<file path="config.mk">
export PLATFORM = sky130hd
export DESIGN_NAME = serial_to_parallel_converter
export DESIGN_NICKNAME = d
export VERILOG_FILES = /design/src/rtl/serial_to_parallel_converter.sv
export SDC_FILE = /design/constraint.sdc
export NUM_CORES = 1
export LEC_CHECK = 0
export ABC_AREA = 1
export CORE_MARGIN = 5
export CORE_UTILIZATION = 41
export DETAILED_ROUTE_END_ITERATION = 8
export GPL_TIMING_DRIVEN = 0
export PLACE_DENSITY = 0.68
export SYNTH_ARGS = -nofsm -noshare
export SYNTH_HDL_FRONTEND = slang
export SYNTH_SLANG_ARGS = --single-unit
</file>
<file path="constraint.sdc">
create_clock -name clk -period 1.45 [get_ports clk]
set_input_delay 0.3625 -clock clk [delete_from_list [all_inputs] [get_ports clk]]
set_output_delay 0.3625 -clock clk [all_outputs]
set_load 0.03 [all_outputs]
</file>
<file path="src/rtl/serial_to_parallel_converter.sv">
// Rebuilds LSB-first serial bits into N-bit words; the word is valid on the edge that accepts its last bit.
// A stalled sink parks one finished word in the assembly register and drops ser_ready until the output register drains.
module serial_to_parallel_converter #(
    parameter int N = 4
) (
    input  logic         clk,
    input  logic         rst,
    input  logic         ser_valid,
    input  logic         ser_data,
    output logic         ser_ready,
    output logic         par_valid,
    output logic [N-1:0] par_data,
    input  logic         par_ready
);

    localparam int CW = (N > 1) ? $clog2(N) : 1;
    localparam logic [CW-1:0] LAST_IDX = CW'(N - 1);

    typedef enum logic {COLLECT, HOLD} state_t;

    state_t        state;
    logic [CW-1:0] bit_cnt;
    logic [N-1:0]  asm_reg;

    logic          accept;
    logic          drain;
    logic          last_bit;
    logic [N-1:0]  next_word;

    assign ser_ready = (state == COLLECT);
    assign accept    = ser_valid && ser_ready;
    assign drain     = par_valid && par_ready;
    assign last_bit  = (bit_cnt == LAST_IDX);
    assign next_word = {ser_data, asm_reg[N-1:1]};

    always_ff @(posedge clk or posedge rst) begin
        if (rst) begin
            state     <= COLLECT;
            bit_cnt   <= '0;
            asm_reg   <= '0;
            par_data  <= '0;
            par_valid <= 1'b0;
        end else begin
            // Default drop on drain; a word loading on the same edge overrides it.
            if (drain)
                par_valid <= 1'b0;
            case (state)
                COLLECT: begin
                    if (accept) begin
                        asm_reg <= next_word;
                        if (last_bit) begin
                            bit_cnt <= '0;
                            if (!par_valid || par_ready) begin
                                par_data  <= next_word;
                                par_valid <= 1'b1;
                            end else begin
                                state <= HOLD;
                            end
                        end else begin
                            bit_cnt <= bit_cnt + 1'b1;
                        end
                    end
                end
                HOLD: begin
                    if (drain) begin
                        par_data  <= asm_reg;
                        par_valid <= 1'b1;
                        bit_cnt   <= '0;
                        state     <= COLLECT;
                    end
                end
                default: state <= COLLECT;
            endcase
        end
    end

endmodule

</file>
[After elaboration in Yosys (flattened, before gate mapping)]
Index checks and enable logic that the tools add are counted.
W data, S select, Z words.
Word-level totals
  input bits: 5
  ROM bits: 0
  RAM bits: 0
  memories kept: 0
  output and inout bits: 6
  register bits after elaboration: 12
  word-level logic and storage cells: 39
  latch bits: 0
Operators by class
  $mul: 0
  muxes and demuxes: 20
  equality and inequality tests: 5
  bitwise logic cells: 1
  order comparisons: 0
  reduce and logical (&&, ||, !) cells: 7
  $add $sub $neg: 1
  div/mod/pow operators: 0
  shift operators: 0
Operators with widths (count)
  $mux W4: 4
  $mux W1: 9
  $ne A2 B1 Y1 const B: 4
  $pmux W4 S2: 1
  $mux W2: 3
  $pmux W1 S2: 2
  $pmux W2 S2: 1
  $reduce_and A2 Y1: 2
  $reduce_and A4 Y1: 1
  $add A2 B1 Y2 const B: 1
  $eq A2 B2 Y1 const B: 1
  $logic_and A1 B1 Y1: 2
  $logic_not A1 Y1: 1
  $logic_or A1 B1 Y1: 1
  $not A1 Y1: 1

[Longest topological paths before layout]
Gate-level depths: netlist (run 1).
  depth in word-level cells: 6
  gate-level depth with buffers: 6
  mapped depth without buffers: 6

[Worst setup path after synthesis (run 1)]
Ideal clock, no wire load.
  path type: reg-to-reg
  start point: reg par_valid
  end point: reg par_data[0]
  setup slack: 0.327 ns
  period minus slack after synthesis: 1.123 ns
  data required time: 1.332 ns
  arrival: 1.005 ns
  library setup time: 0.118 ns
  stages on the path, launching flop included: 6
  path buffers: 0
  cell sequence: dfrtp_1 nand2_2 o21ai_4 nand2_4 nand2_1 nand2_1
Between the ends
  cells in the longest elaborated chain, start to end: 4
  elaborated cells between the ends (all ways): 6
  those cells by class: eq/ne: 2; reduce/logical: 4
Ends and longest elaborated chain
  from (decl): line 11  | output logic par_valid,
  from (signal assigned): line 42  | par_valid <= 1'b0;
  from (signal assigned): line 46  | par_valid <= 1'b0;
  from (signal assigned): line 55  | par_valid <= 1'b1;
  $logic_not A1 Y1: line 53  | if (!par_valid || par_ready) begin
  $logic_or A1 B1 Y1: line 53
  $ne A2 B1 Y1 (no line)
  $reduce_and A4 Y1 (no line) *
  to (signal assigned): line 54  | par_data <= next_word;
  to (signal assigned): line 66  | par_data <= asm_reg;
  to (decl): line 12  | output logic [N-1:0] par_data,
Every way passes the cells marked *; elsewhere a longest branch is shown, timed or not.
A chain may end at the register's enable or synchronous reset.

[Worst setup path in the final report (run 1)]
  start point: reg state
  end point: out ser_ready
Between the ends
  cells in the longest elaborated chain, start to end: 1
Ends and longest elaborated chain
  from (decl): line 21  | state_t state;
  from (signal assigned): line 38  | state <= COLLECT;
  from (signal assigned): line 57  | state <= HOLD;
  from (signal assigned): line 69  | state <= COLLECT;
  $not A1 Y1 (no line)
  to (decl): line 10  | output logic ser_ready,
No other way between the ends.

==> key figures, run 1 <==
Critical path
  – Crit end category: output pin
  – Reg-to-reg slack, setup: ~0.34 ns
  – Worst EP arrival: 1.02 ns
  – Crit path max fanout: 10
  – R2r startpoint: bit_cnt[0]
  – Critical path type: reg -> out
  – Worst R2R Path Depth: 6
  – RR Endpoint: par_data[2]
  – CP Data Required Time: 1.09 ns
  – Worst setup SP type: register

Placement
  – Place WS: -0.169 ns
  – Placed Area: 761 sq um
  – GPL Wtd Cong: between 0.7 and 0.8
  – Post-Place Cells: 98
  – PortBufs: 10
  – Hpwl dp: ~800 um

Synthesis
  – Sequential element share of the synthesized area: 46.9%
  – Synth area leaders: dfrtp_1, nand2_1, nand2_4
  – Synth cell types: 18
  – Mapped Area: 641 sq um
  – Primary FF master, synth: dfrtp_1
  – Count leader, synth: nand2_1
  – EDFF count, synth: 0
  – Fraction of registers with async set/reset: 100%
  – Net Count, Synth: between 70 and 80
  – Synth top area share: between 40 and 50%
  – Cells after Synth: 72
  – Commonest cells in the synthesized netlist: nand2_1, dfrtp_1, inv_1, nand3_1
  – Yosys warns: 0
  – Syn avg cell area: around 9 sq um
  – Dominant cell type by area after synthesis: dfrtp_1
  – Synth Register Bits: 12

Floorplan
  – Rows: 14
  – Die Y: 49.5 um
  – Die ar.: 0.00245 sq mm
  – Die width: between 40 and 50 um
  – I/O pins: 11
  – Initial Util: about 43%
  – Core ar.: 0.00149 sq mm

CTS
  – Post-CTS Setup Inserts: 0
  – Reg clk slew, reported paths: roughly 0.080 ns
  – Clk root buf: clkbuf_4
  – Clk sink count: 12
  – Clk_lat worst skew: roughly 0.28 ns
  – CTS tree: built
  – Clk buf depth: 2
  – Cts bufs inserted: 3
  – Hold Buf Count CTS: 0
  – H-tree levels: 1
  – Post_cts resized: 13

Cells and area
  – Final std cells w/o fill: between 100 and 150
  – Antenna cells: 0
  – Post-route cell area: 782 sq um
  – Share of layout cells above drive strength 1: 23.5%
  – Area grow syn2layout: 22.1%
  – Nets: between 90 and 100

STA
  – Setup ws final: between 0.06 and 0.07 ns
  – RSZ-0062 raised after global routing: false
  – Worst Max-Slew Pin Slew: 0.458 ns
  – Fin. max-slew vios: 0
  – Final min period: 1.39 ns
  – Max-slew headroom: between 60% and 70%
  – Final Cycle Share: a little over nine tenths
  – Fmax: 722 MHz
  – Worst Hold Slack: slightly below 0.4 ns
  – Setup violators final: 0
  – Final Hold Vio Count: 0
  – Layout Skew: around 0.0050 ns

Pwr
  – Internal power: approximately 0.00089 W
  – Clock power frac: 13.0%
  – PD cells: slightly above 2000 mW/mm^2
  – Net switching power: between 0.0007 and 0.0008 W
  – Comb power frac: approximately half
  – Flop pwr share: around a third
  – Leak: between 0.4 and 0.5 nW
  – VDD IR max: about 900 uV
  – Switch share: 45.4%

Hold path
  – Min-delay worst type: in -> async

GRT
  – Vias in the first global route: 438
  – First-pass GRT wire length: 1880 um
  – Initial antenna violation count: 0
  – Grt total ovfl: 0
  – Largest net degree at the start of global routing: 13
  – Total track usage: between 10% and 20%

Routing
  – DRC: 0
  – Final wirelength: between 1000 and 1500 um
  – Drt pass-1 iters: 4
  – Final ANT Viol Nets: 0
  – DR iter-0 viols: 4
  – Via count: between 400 and 500
  – Drt via density: approximately 4.7
  – Drt wl/cell: between 10 and 15 um

Run
  – # Max-Cap Violations: 0

Status
  – Outcome: finished clean
cell type report:
type / count / area [sq um]
Sequential cell: 12 / 302
Inverter: 6 / 32.5
Fill cell: 159 / 707
Tap cell: 16 / 20.0
Clock buffer: 3 / 22.5
Multi-Input combinational cell: 53 / 297
Timing Repair Buffer: 10 / 97.6
Buffer: 1 / 11.3
worst max-delay path by stage:
stage,endpoint,slack (ns),start
after floorplan,par_data[0],0.33,par_valid
after global placement,ser_ready,-0.17,state
after detailed placement,ser_ready,-0.17,state
after CTS,par_valid,0.009,par_valid
after global routing,par_data[3],0.006,par_data[3]
final,ser_ready,0.06,state
through the flow:
stage                     utilization [%]  setup TNS (ns)  total power (W)
after floorplan                         -               0          0.00123
after global placement               51.1          -0.219          0.00145
after detailed placement             51.1          -0.240          0.00147
after CTS                            52.2               0          0.00164
after global routing                 52.5               0          0.00177
final                                52.5               0          0.00162
kinds of logic after synthesis:
family                     after synthesis  synth area share (%)
AOI/OAI and AO/OA                        8                  9.77
buffers and inverters                    7                  6.84
and+or+nand+nor                         44                  34.6
adders and majority gates                1                  1.95
DFF                                     12                  46.9
power groups by stage:
stage	clock [W]	combinational (W)	sequential [W]
floorplan	0	0.000559	0.000675
global placement	0	0.000871	0.000576
detailed placement	0	0.000886	0.000580
CTS	0.000215	0.000851	0.000573
global route	0.000228	0.000944	0.000595
finish	0.000211	0.000841	0.000572
metal layers:
| layer | global-route usage [%] | vias to the layer above | wire (um) |
|---|---|---|---|
| met3 | 3.92 | 2 | 76 |
| met1 | 13.2 | 208 | 510 |
| met4 | 6.55 | 0 | 14 |
| li1 | - | 251 | - |
| met2 | 14.0 | 9 | 461 |
| met5 | 0 | - | 0 |
worst max-delay path: stages, from the launching register on:
cell	delay, ns
dfrtp_1	0.38
buf_6	0.16
inv_8	0.08
buf_6	0.13
placed cells by master, fill, tap and decap left out, drive strengths merged, types with 2 or more instances in the layout:
| master | synthesis | layout |
|---|---|---|
| inv | 6 | 6 |
| clkdlybuf4s50 | 0 | 4 |
| nor2 | 4 | 4 |
| dfrtp | 12 | 12 |
| o21ai | 7 | 7 |
| buf | 1 | 2 |
| clkbuf | 0 | 3 |
| dlygate4sd2 | 0 | 4 |
| nand2 | 36 | 36 |
| nand3 | 4 | 4 |
No activity file was read; power rests on OpenSTA's default activity.
==> run 2, diff against run 1 <==
--- a/config.mk
+++ b/config.mk
@@ -7,10 +7,9 @@
 export LEC_CHECK = 0
 export ABC_AREA = 1
 export CORE_MARGIN = 5
-export CORE_UTILIZATION = 41
+export CORE_UTILIZATION = 49
 export DETAILED_ROUTE_END_ITERATION = 8
-export GPL_TIMING_DRIVEN = 0
-export PLACE_DENSITY = 0.68
+export PLACE_DENSITY = 0.79
 export SYNTH_ARGS = -nofsm -noshare
 export SYNTH_HDL_FRONTEND = slang
 export SYNTH_SLANG_ARGS = --single-unit
==> key figures, run 2 (synthesis results as in run 1) <==
Status
  – Outcome: finished clean

Cells and area
  – Fill count: approximately 110
  – Commonest non-fill, non-tap cell in the layout: nand2_1
  – Most frequent cells in the layout: nand2_1, dfrtp_1
  – Multi-input logic area: 297 sq um
  – Final std cells w/o fill: just over 100
  – Sequential Area: between 300 and 400 sq um
  – Antenna cells: 0
  – Share of layout cells above drive strength 1: 24.4%
  – Nets: 93
  – Area grow syn2layout: 22.3%

CTS
  – Clk buf depth: 2
  – Clk sink count: 12
  – CTS tree: built
  – Post-CTS Setup Inserts: 0
  – Hold Buf Count CTS: 0
  – H-tree levels: 1
  – Clk root buf: clkbuf_4
  – Reg clk slew, reported paths: around 0.08 ns
  – Clk_lat worst skew: approximately 0.28 ns
  – Cts bufs inserted: 3

Critical path
  – Crit path max fanout: 7
  – Critical Path Max Stage Delay: ~0.5 ns
  – Crit path cell chain: inv_8 -> buf_4
  – Worst setup startpoint: state
  – Critical path type: reg -> out
  – Crit end category: output pin
  – Worst EP arrival: between 1 and 1.5 ns
  – Cell count along the critical path: 2
  – Top delay family on crit path: flip-flops
  – R2r startpoint: state
  – Worst R2R Path Depth: 5
  – Buf/Inv on CP: 2
  – Crit path to: ser_ready
  – Slowest CP cell: dfrtp_2
  – CP Data Required Time: roughly 1.1 ns
  – RR Endpoint: par_data[0]
  – Reg-to-reg slack, setup: around 0.26 ns
  – Worst setup SP type: register

GRT
  – Grt total ovfl: 0
  – Vias in the first global route: roughly 480
  – Initial antenna violation count: 0
  – Largest net degree at the start of global routing: 13
  – Total track usage: between 10% and 20%
  – First-pass GRT wire length: 1970 um

Pwr
  – PD cells: ~2100 mW/mm^2
  – Clock power frac: between 15 and 20%
  – Switch share: ~45%
  – Net switching power: between 0.0007 and 0.0008 W
  – Flop pwr share: a little over a third
  – Internal power: just over 0.0009 W
  – Leak: roughly 0.41 nW
  – VDD IR max: between 1000 and 1500 uV
  – Comb power frac: 47.3%

Routing
  – Met3 routed wirelength: between 60 and 70 um
  – DRC: 0
  – DR iter-0 viols: 1
  – Drt wl/cell: ~11 um
  – Met2 WL: 496 um
  – Top sig layer: met4
  – Final ANT Viol Nets: 0
  – Via count: 476
  – Length of routed wiring on met1: around 500 um
  – Final wirelength: around 1100 um
  – Drt pass-1 iters: 4
  – Drt via density: about 4.7

Floorplan
  – Die Y: 46.2 um
  – I/O pins: 11
  – Rows: 13
  – Die width: around 46 um
  – Core ar.: 0.00127 sq mm
  – Die ar.: around 0.0021 sq mm
  – Initial Util: roughly half

Placement
  – GPL Wtd Cong: 0.785
  – Hpwl dp: a little under 900 um
  – Post-Place Cells: 97
  – PortBufs: 10

STA
  – Fmax: 708 MHz
  – Final min period: approximately 1.4 ns
  – Final Hold Vio Count: 0
  – RSZ-0062 raised after global routing: false
  – Layout Skew: about 0.0021 ns
  – Worst Hold Slack: between 0.3 and 0.4 ns
  – Setup violators final: 0
  – Setup_tns: 0 ns
  – Worst Max-Slew Pin Slew: approximately 0.45 ns
  – Max-slew headroom: 69.7%
  – Final Cycle Share: slightly below 100%
  – Fin. max-slew vios: 0

Hold path
  – Min-delay worst type: in -> async

Run
  – # Max-Cap Violations: 0
## run 2: stage by stage
step	power, W	area, sq um	worst slack [ns]	util, %
3_3_place_gp	0.00143	751	0.0205	59.2
3_5_place_dp	0.00146	751	-0.00970	59.2
6_report	0.00168	783	0.0369	61.7
4_1_cts	0.00170	783	0.0287	61.7
5_1_grt	0.00182	783	0.00158	61.7
2_1_floorplan	0.00123	641	0.327	-
## run 2: area by class of cell
cell class | instances | area share, %
Tap cell | 15 | 2.40
Timing Repair Buffer | 11 | 12.5
Clock buffer | 4 | 4.63
Inverter | 6 | 4.15
Multi-Input combinational cell | 53 | 37.9
Sequential cell | 12 | 38.5
## run 2: worst min path at each step
stage	to	slack, ns	depth (start not counted)
2_1_floorplan	asm_reg[0]	0.23	1
3_3_place_gp	par_data[1]	0.46	2
3_5_place_dp	par_data[1]	0.47	2
4_1_cts	par_data[3]	0.40	2
5_1_grt	par_data[3]	0.43	2
6_report	par_data[3]	0.38	2
## run 2: what timing repair did
| action | in CTS | in global routing |
|---|---|---|
| hold endpoints to repair | 0 | 0 |
| resized for setup | 5 | 0 |
| setup endpoints to repair | 5 | 0 |
## run 2: power groups by stage
stage | registers [W] | clock network (W) | logic (W)
finish | 0.000609 | 0.000275 | 0.000795
global placement | 0.000614 | 0 | 0.000819
floorplan | 0.000675 | 0 | 0.000559
detailed placement | 0.000618 | 0 | 0.000837
CTS | 0.000613 | 0.000282 | 0.000809
global route | 0.000633 | 0.000299 | 0.000889
## run 2: worst reg2reg max path, delay by kind of cell, from the launching register on
kind,cells,cell delay (ns)
compound gates,1,0.21
buf+inv,1,0.19
flops,1,0.50
simple gates,3,0.18
## run 2: routing by layer
| layer | GRT usage (%) | up-vias |
|---|---|---|
| met5 | 0 | - |
| met4 | 8.52 | 0 |
| met3 | 2.34 | 3 |
| met2 | 20.9 | 10 |
| met1 | 16.0 | 209 |
| li1 | - | 254 |
